**src/rtl/l2_port_rr_arbiter_if.sv**
```systemverilog
// L1/L2 side signal bundle for the shared L2 port arbiter.
// slave = arbiter view, master = surrounding caches / environment.
interface l2_port_rr_arbiter_if #(
    parameter int ADDR_WIDTH = 32,
    parameter int LINE_WIDTH = 256
);
    logic                  icache_read;
    logic [ADDR_WIDTH-1:0] icache_address;
    logic [LINE_WIDTH-1:0] icache_rdata;
    logic                  icache_resp;

    logic                  dcache_read;
    logic                  dcache_write;
    logic [ADDR_WIDTH-1:0] dcache_address;
    logic [LINE_WIDTH-1:0] dcache_wdata;
    logic [LINE_WIDTH-1:0] dcache_rdata;
    logic                  dcache_resp;

    logic                  l2_read;
    logic                  l2_write;
    logic [ADDR_WIDTH-1:0] l2_address;
    logic [LINE_WIDTH-1:0] l2_wdata;
    logic [LINE_WIDTH-1:0] l2_rdata;
    logic                  l2_resp;

    modport slave (
        input  icache_read, icache_address,
        output icache_rdata, icache_resp,
        input  dcache_read, dcache_write, dcache_address, dcache_wdata,
        output dcache_rdata, dcache_resp,
        output l2_read, l2_write, l2_address, l2_wdata,
        input  l2_rdata, l2_resp
    );

    modport master (
        output icache_read, icache_address,
        input  icache_rdata, icache_resp,
        output dcache_read, dcache_write, dcache_address, dcache_wdata,
        input  dcache_rdata, dcache_resp,
        input  l2_read, l2_write, l2_address, l2_wdata,
        output l2_rdata, l2_resp
    );
endinterface

```
**src/rtl/l2_port_rr_arbiter.sv**
```systemverilog
// Round-robin arbiter sharing one L2 port between L1 icache and dcache.
// One L2 command in flight; the returned line is registered and the completion pulse routed to the granted requester.
module l2_port_rr_arbiter #(
    parameter int ADDR_WIDTH = 32,
    parameter int LINE_WIDTH = 256
) (
    input  logic                 clk,
    input  logic                 reset,
    l2_port_rr_arbiter_if.slave  bus
);
    typedef enum logic [1:0] {IDLE, L2_IREAD, L2_DREAD, L2_DWRITE} state_t;

    typedef struct packed {
        logic [ADDR_WIDTH-1:0] addr;
        logic [LINE_WIDTH-1:0] wdata;
    } req_t;

    state_t                state_q, state_d;
    logic                  resp_q, resp_d;
    logic                  tgt_q, tgt_d;     // 1 = dcache owns the pending resp
    logic                  last_q, last_d;   // 1 = dcache granted most recently
    req_t                  req_q, req_d;
    logic [LINE_WIDTH-1:0] rdata_q, rdata_d;

    logic dreq, ireq, pick_d;

    assign dreq   = bus.dcache_read | bus.dcache_write;
    assign ireq   = bus.icache_read;
    // dcache wins contention only when icache was served last
    assign pick_d = dreq & (~ireq | ~last_q);

    always_comb begin
        state_d = state_q;
        resp_d  = 1'b0;
        tgt_d   = tgt_q;
        last_d  = last_q;
        req_d   = req_q;
        rdata_d = rdata_q;
        case (state_q)
            IDLE: begin
                // the respond cycle never grants, so a held request re-arbitrates afterwards
                if (!resp_q) begin
                    if (pick_d) begin
                        req_d.addr = bus.dcache_address;
                        last_d     = 1'b1;
                        if (bus.dcache_write) begin
                            req_d.wdata = bus.dcache_wdata;
                            state_d     = L2_DWRITE;
                        end else begin
                            state_d = L2_DREAD;
                        end
                    end else if (ireq) begin
                        req_d.addr = bus.icache_address;
                        last_d     = 1'b0;
                        state_d    = L2_IREAD;
                    end
                end
            end
            L2_IREAD, L2_DREAD: begin
                if (bus.l2_resp) begin
                    rdata_d = bus.l2_rdata;
                    resp_d  = 1'b1;
                    tgt_d   = (state_q == L2_DREAD);
                    state_d = IDLE;
                end
            end
            L2_DWRITE: begin
                if (bus.l2_resp) begin
                    resp_d  = 1'b1;
                    tgt_d   = 1'b1;
                    state_d = IDLE;
                end
            end
            default: state_d = IDLE;
        endcase
    end

    always_ff @(posedge clk) begin
        if (reset) begin
            state_q <= IDLE;
            resp_q  <= 1'b0;
            tgt_q   <= 1'b0;
            last_q  <= 1'b1;
            req_q   <= '0;
            rdata_q <= '0;
        end else begin
            state_q <= state_d;
            resp_q  <= resp_d;
            tgt_q   <= tgt_d;
            last_q  <= last_d;
            req_q   <= req_d;
            rdata_q <= rdata_d;
        end
    end

    assign bus.l2_read      = (state_q == L2_IREAD) || (state_q == L2_DREAD);
    assign bus.l2_write     = (state_q == L2_DWRITE);
    assign bus.l2_address   = req_q.addr;
    assign bus.l2_wdata     = req_q.wdata;
    assign bus.icache_resp  = resp_q & ~tgt_q;
    assign bus.dcache_resp  = resp_q &  tgt_q;
    assign bus.icache_rdata = rdata_q;
    assign bus.dcache_rdata = rdata_q;
endmodule

```
**src/flat_wrapper.sv**
```systemverilog
// flat-port wrapper written by rule: the top's interface ports become plain ports
module l2_port_rr_arbiter_flat 
#(
    parameter int ADDR_WIDTH = 32,
    parameter int LINE_WIDTH = 256
)
  (clk, reset, bus_icache_read, bus_icache_address, bus_icache_rdata, bus_icache_resp, bus_dcache_read, bus_dcache_write, bus_dcache_address, bus_dcache_wdata, bus_dcache_rdata, bus_dcache_resp, bus_l2_read, bus_l2_write, bus_l2_address, bus_l2_wdata, bus_l2_rdata, bus_l2_resp);
  l2_port_rr_arbiter_if #(.ADDR_WIDTH(ADDR_WIDTH), .LINE_WIDTH(LINE_WIDTH)) bus_i ();
  input  logic clk;
  input  logic reset;
  input wire logic [$bits(bus_i.icache_read)-1:0] bus_icache_read;
  input wire logic [$bits(bus_i.icache_address)-1:0] bus_icache_address;
  output wire logic [$bits(bus_i.icache_rdata)-1:0] bus_icache_rdata;
  output wire logic [$bits(bus_i.icache_resp)-1:0] bus_icache_resp;
  input wire logic [$bits(bus_i.dcache_read)-1:0] bus_dcache_read;
  input wire logic [$bits(bus_i.dcache_write)-1:0] bus_dcache_write;
  input wire logic [$bits(bus_i.dcache_address)-1:0] bus_dcache_address;
  input wire logic [$bits(bus_i.dcache_wdata)-1:0] bus_dcache_wdata;
  output wire logic [$bits(bus_i.dcache_rdata)-1:0] bus_dcache_rdata;
  output wire logic [$bits(bus_i.dcache_resp)-1:0] bus_dcache_resp;
  output wire logic [$bits(bus_i.l2_read)-1:0] bus_l2_read;
  output wire logic [$bits(bus_i.l2_write)-1:0] bus_l2_write;
  output wire logic [$bits(bus_i.l2_address)-1:0] bus_l2_address;
  output wire logic [$bits(bus_i.l2_wdata)-1:0] bus_l2_wdata;
  input wire logic [$bits(bus_i.l2_rdata)-1:0] bus_l2_rdata;
  input wire logic [$bits(bus_i.l2_resp)-1:0] bus_l2_resp;
  assign bus_i.icache_read = bus_icache_read;
  assign bus_i.icache_address = bus_icache_address;
  assign bus_icache_rdata = bus_i.icache_rdata;
  assign bus_icache_resp = bus_i.icache_resp;
  assign bus_i.dcache_read = bus_dcache_read;
  assign bus_i.dcache_write = bus_dcache_write;
  assign bus_i.dcache_address = bus_dcache_address;
  assign bus_i.dcache_wdata = bus_dcache_wdata;
  assign bus_dcache_rdata = bus_i.dcache_rdata;
  assign bus_dcache_resp = bus_i.dcache_resp;
  assign bus_l2_read = bus_i.l2_read;
  assign bus_l2_write = bus_i.l2_write;
  assign bus_l2_address = bus_i.l2_address;
  assign bus_l2_wdata = bus_i.l2_wdata;
  assign bus_i.l2_rdata = bus_l2_rdata;
  assign bus_i.l2_resp = bus_l2_resp;
  l2_port_rr_arbiter #(.ADDR_WIDTH(ADDR_WIDTH), .LINE_WIDTH(LINE_WIDTH)) u_core (.clk(clk), .reset(reset), .bus(bus_i));
endmodule
```
**config.mk**
```make
export PLATFORM = sky130hd
export DESIGN_NAME = l2_port_rr_arbiter_flat
export DESIGN_NICKNAME = d
export VERILOG_FILES = /design/src/rtl/l2_port_rr_arbiter_if.sv /design/src/rtl/l2_port_rr_arbiter.sv /design/src/flat_wrapper.sv
export SDC_FILE = /design/constraint.sdc
export NUM_CORES = 1
export LEC_CHECK = 0
export ABC_AREA = 1
export ABC_CLOCK_PERIOD_IN_PS = 4300
export BUFFER_PORTS_ARGS = -buffer_cell sky130_fd_sc_hd__buf_2
export CORE_AREA = 2 2 537 539
export CTS_CLUSTER_DIAMETER = 200
export DETAILED_ROUTE_END_ITERATION = 7
export DIE_AREA = 0 0 539 541
export MAX_ROUTING_LAYER = met4
export PLACE_DENSITY_LB_ADDON = 0.12
export SLEW_MARGIN = 20
export SYNTH_ARGS = -nofsm -noshare
export SYNTH_HDL_FRONTEND = slang
export SYNTH_SLANG_ARGS = --single-unit
```
**constraint.sdc**
```tcl
create_clock -name clk -period 4.3 [get_ports clk]
set_clock_uncertainty 0.2 [all_clocks]
set_input_delay 0.43 -clock clk [delete_from_list [all_inputs] [get_ports clk]]
set_output_delay 0.43 -clock clk [all_outputs]
set_load 0.05 [all_outputs]
```
* Word level (Yosys, flattened, before mapping)
Cells that the tools add are included.
** Cells by class
- Equal/unequal tests :: 8
- Muxes and demuxes :: 14
- Bitwise gates (word level) :: 10
- Reductions and logical operators :: 12
** Operators with widths (count)
- two-way mux 32 bit :: 2
- AND reduction 3 bit :: 3
- two-way mux 2 bit :: 4
- two-way mux 1 bit :: 6
- NOT 1 bit :: 5
- equality test 2 bit, second input constant :: 2
- inequality test 2 x 1 -> 1 bit, second input constant :: 2
- inequality test 2 bit, second input constant :: 2
- case mux 2 bit (2 select lines) :: 1
- AND reduction 4 bit :: 1
- nonzero test 2 bit :: 2
- OR reduction 2 bit :: 2
- bitwise AND 1 bit :: 3
- inequality test 3 x 2 -> 1 bit, second input constant :: 1
- OR reduction 3 bit :: 1
- equality test 2 x 1 -> 1 bit, second input constant :: 1
- logical NOT 2 bit :: 1
- OR 1 bit :: 2
- case mux 1 bit (2 select lines) :: 1
- AND reduction 2 bit :: 1
- logical OR 1 bit :: 1
** Word-level totals
- Register bits after elaboration :: 549
- Output and inout port bits :: 804
- Logic and storage cells :: 51

* Longest topological paths before layout
- Depth in word-level cells :: 6
- Depth in mapped cells :: 9
- Gate-level depth less buffers :: 9

* Least setup slack after synthesis
OpenSTA, ideal clock, no wires.
- Path kind :: register to register
- Start :: register u_core.state_q[1]
- End :: register u_core.rdata_q[247] (netlist: u_core.bus.dcache_rdata[247])
- Setup time :: 0.065 ns
- Arrival :: 1.884 ns
- Slack :: 2.152 ns
- Stages on the path, launching flop included :: 9
- Buffers on the path :: 2
- Period minus slack after synthesis :: 2.148 ns
- Path through :: dfxtp_1 > inv_1 > ha_1 > nand2_1 > clkinv_1 > buf_2 > buf_1 > nor2_1 > nor2_1
** On the way
- Cells in the longest elaborated chain, start to end :: 3
- Elaborated cells on any way between the ends :: 4
- Those cells by class :: eq/ne (2); reduce/logical (2)
** RTL lines
- from (decl) :: line l2_port_rr_arbiter.sv:18 : state_t state_q, state_d;
- from (signal assigned) :: line l2_port_rr_arbiter.sv:87 : state_q <= state_d;
- equality test 2 x 1 -> 1 bit or equality test 2 bit (tied branches) :: line l2_port_rr_arbiter.sv:39 : case (state_q)
- OR reduction 2 bit (*) :: line l2_port_rr_arbiter.sv:39
- AND reduction 2 bit (no source line) (*)
- to (signal assigned) :: line l2_port_rr_arbiter.sv:92 : rdata_q <= rdata_d;
- to (decl) :: line l2_port_rr_arbiter.sv:23 : logic [LINE_WIDTH-1:0] rdata_q, rdata_d;
Every way passes the cells marked *; elsewhere a longest branch is shown, timed or not.
A chain may end at the register's enable or synchronous reset.

* Worst setup path after layout
- Start :: register u_core.state_q[0]
- End :: register u_core.req_q (netlist bit u_core.bus.l2_address[13])
** On the way
- Cells in the longest elaborated chain, start to end :: 2
** RTL lines
- logical NOT 2 bit :: line l2_port_rr_arbiter.sv:39
- AND reduction 3 bit (no source line)
- to (signal assigned) :: line l2_port_rr_arbiter.sv:91 : req_q <= req_d;
- to (decl) :: line l2_port_rr_arbiter.sv:22 : req_t req_q, req_d;
No other way between the ends.

==> impl_metrics.tcl <==
set metrics [dict create \
    syn-cell-area_um2 23100 \
    endpoint_kind "flip-flop" \
    yosys_most_used_dff "sky130_fd_sc_hd__dfxtp_1" \
    cts_tree "built" \
    critPathLaunchType "flip-flop" \
    yosys.area_share.simple 0.292 \
    cp_data_required_time_ps 4790 \
    worstSkewPairLatency_ps 790 \
    mappedNetlistNets 3962 \
    worst_ep_arrival_time_ps 3450 \
    p_leak_nw 20.4 \
    synth_edf_count 0 \
    placementRows 197 \
    hold_path.class "in -> reg" \
    detail_route.wirelength_um 168000 \
    tritoncts_num_sinks 549 \
    finalWeightedCongestion 0.801 \
    floorplan.initialDensity 0.0806 \
    maxSlewHeadroom 0.430 \
    post-route-period-util 0.688 \
    post_route_ant_nets 0 \
    clkTransAtPathRegs_ps 60 \
    grt_start_max_net_pins 159 \
    route.vias.total 26900 \
    rsz0062_at_grt "false" \
    layout-drive-gt1-share 0.306 \
    power.combinational.fraction 0.519 \
    critical_path_class "reg -> reg" \
    post_place_worst_slack_ps 1600 \
    first_global_vias 27200 \
    wire_length_of_the_first_global_routing_pass_um 227000 \
    hold_viol_final 0 \
    layout.filler_cells 33500 \
    crit_fanout 17 \
    max-vdd-ir-drop_mv 0.325 \
    place_hpwl_um 136000 \
    ctsRootBufferMaster "sky130_fd_sc_hd__clkbuf_16" \
    yosys-mux-area-fraction 0 \
    post_cts_buffers 0 \
    antenna_found_initial 88 \
    yosys.area_share.xor_xnor 0 \
    detail_route.iter0.violations 1132 \
    drt_first_pass_iters 5 \
    overall_global_routing_resource_usage 0.114 \
    finalCriticalPeriod_ps 2960 \
    synthesis.area_per_instance_um2 6.84 \
    synth.distinct_cells 18 \
    synthesis.yosys.warnings 0 \
    ys_async_sr_fraction 0 \
    worstMarginPinSlew_ps 855 \
    sequentialPowerShare 0.256 \
    clock_tree.htree_level_count 3 \
    core_area_um2 286000 \
    final_util 0.144 \
    synth_compound_area_frac 0.0564 \
    totalNegativeSetupSlack_ps 0 \
    drt-wirelength-per-cell_um 18.8 \
    netlist.area_leader.share 0.476 \
    slew_viol_final 0 \
    synth.most_common_cell "sky130_fd_sc_hd__nor2_1" \
    io_pins 1386 \
    synthTopCellsByArea "sky130_fd_sc_hd__dfxtp_1 (48%), sky130_fd_sc_hd__nor2_1 (18%), sky130_fd_sc_hd__nand2_1 (11%)" \
    p_sw_frac 0.541 \
    post-synth-top-area-cell "sky130_fd_sc_hd__dfxtp_1" \
    clockBufferDepth 4 \
    outcome "complete, no violations" \
    gr-total-overflow 0 \
    pwr_density_cell_nw_per_um2 758 \
    power_switching_mw 16.9 \
    pwr-share-clk 0.225 \
    max_clock_freq_ghz 0.338 \
    cts-buffers-inserted 86 \
    dieWidth_um 539 \
    intPower_mw 14.4 \
    synth_top_family_by_area "simple AND/OR/NAND/NOR gates" \
    die_footprint_um2 292000 \
    yosys-top-cells-count "sky130_fd_sc_hd__nor2_1 (1128), sky130_fd_sc_hd__nand2_1 (659), sky130_fd_sc_hd__dfxtp_1 (549)" \
    post_synth_inst_count 3376 \
    area.growth.synth_to_final_pct 78.9 \
    maxCapViolCount 0 \
    nNetsFinal 5632 \
    yosys.area_share.adder 0.00217 \
    drt-vias-per-instance 3.01 \
    final-setup-viol-count 0 \
    port_buffers 1385 \
    post_synthesis_sequential_area_ratio 0.476 \
    layout_setup_ws_ps 1340 \
    cts_resized 0 \
    synth-seq-cells 549 \
    die_outline_height_um 541 \
    route.detailed.drc 0 \
]
## flip-flops by register name (all words and copies together) (netlist names)
name and cells:
u_core.bus.dcache_rdata 256, u_core.bus.l2_wdata 256, u_core.bus.l2_address 32, u_core.state_q 2
u_core.last_q 1, u_core.resp_q 1, u_core.tgt_q 1
## worst max-delay path, cell delays in order (launching register included)
cell and delay (ps):
sky130_fd_sc_hd__dfxtp_1 310, sky130_fd_sc_hd__inv_1 120, sky130_fd_sc_hd__ha_1 240, sky130_fd_sc_hd__nand2_1 160, sky130_fd_sc_hd__a21oi_4 490, sky130_fd_sc_hd__nand2_1 90, sky130_fd_sc_hd__dlygate4sd3_1 570, sky130_fd_sc_hd__nor2_1 90
sky130_fd_sc_hd__dlygate4sd3_1 550, sky130_fd_sc_hd__nor2_1 40
## cell usage in the layout (no fill, tap or decap), types with 13 or more instances in the layout
| master | netlist | routed |
|---|---|---|
| sky130_fd_sc_hd__o21ai_0 | 256 | 256 |
| sky130_fd_sc_hd__dlygate4sd3_1 | 0 | 601 |
| sky130_fd_sc_hd__buf_4 | 276 | 25 |
| sky130_fd_sc_hd__nand2_1 | 659 | 658 |
| sky130_fd_sc_hd__clkbuf_16 | 0 | 86 |
| sky130_fd_sc_hd__nor2_1 | 1128 | 1128 |
| sky130_fd_sc_hd__dfxtp_1 | 549 | 549 |
| sky130_fd_sc_hd__inv_1 | 329 | 329 |
| sky130_fd_sc_hd__clkbuf_8 | 0 | 24 |
| sky130_fd_sc_hd__clkbuf_1 | 86 | 13 |
| sky130_fd_sc_hd__buf_2 | 59 | 1385 |
| sky130_fd_sc_hd__diode_2 | 0 | 36 |
## path summary, 6_finish.rpt
kind / endpoint / slack [ps] / start / cells past startpoint
hold / removal: u_core.bus.l2_address[23]$_SDFFE_PP0P_ / 50 / bus_dcache_address[23] / 5
hold reg to reg: u_core.bus.l2_wdata[254]$_SDFFE_PP0P_ / 270 / u_core.bus.l2_wdata[254]$_SDFFE_PP0P_ / 2
setup reg to reg: u_core.bus.l2_address[13]$_SDFFE_PP0P_ / 1340 / u_core.state_q[0]$_SDFFE_PP0P_ / 9
setup / recovery: u_core.bus.l2_address[13]$_SDFFE_PP0P_ / 1340 / u_core.state_q[0]$_SDFFE_PP0P_ / 9
## kinds of logic after synthesis
family,count (synthesis)
buffers and inverters,772
AOI/OAI and AO/OA,259
adders and majority gates,4
DFF,549
and+or+nand+nor,1792
## power by group through the flow
stage | combinational [mW] | clock, mW | sequential, mW
after floorplan | 7.45 | 0 | 12.4
after global placement | 15.8 | 0 | 8.09
after detailed placement | 15.8 | 0 | 8.16
after CTS | 16.5 | 7.50 | 8.06
after global routing | 17.4 | 7.62 | 8.21
final | 16.3 | 7.05 | 8.00
## area by class of cell
type / count / area [um2] / share of cell area
repair buffers: 2023 / 13400 / 0.324
flip-flops and latches: 549 / 11000 / 0.266
multi-input cells: 2055 / 8120 / 0.197
well taps: 3781 / 4730 / 0.115
clock buffers: 123 / 2530 / 0.0613
inverters: 331 / 1260 / 0.0304
clock inverters: 23 / 218 / 0.00527
diodes: 36 / 90.1 / 0.00218
## routing by layer
metal,track usage,vias up,share of wire
met1,0.130,12300,0.41
met3,0.0392,272,0.085
li1,-,13200,-
met5,-,-,0
met4,0.0361,0,0.034
met2,0.187,1114,0.47
## metrics by stage
stage | total power, mW | area [um2] | hold slack (ps) | instances
detailed placement | 23.9 | 32500 | 265 | 8138
CTS | 32.1 | 41200 | 13.3 | 8885
finish | 31.3 | 41300 | 54.5 | 8921
global route | 33.2 | 41300 | 9.49 | 8914
global placement | 23.9 | 32500 | 258 | 8138
floorplan | 19.9 | 23100 | 246 | 3376
## timing repair
| item | 4_1_cts | 5_1_grt |
|---|---|---|
| hold buffers | 601 | 0 |
| endpoints found under the setup margin | 0 | 0 |
| endpoints found under the hold margin | 548 | 0 |
Power figures use the tool's default switching activity.
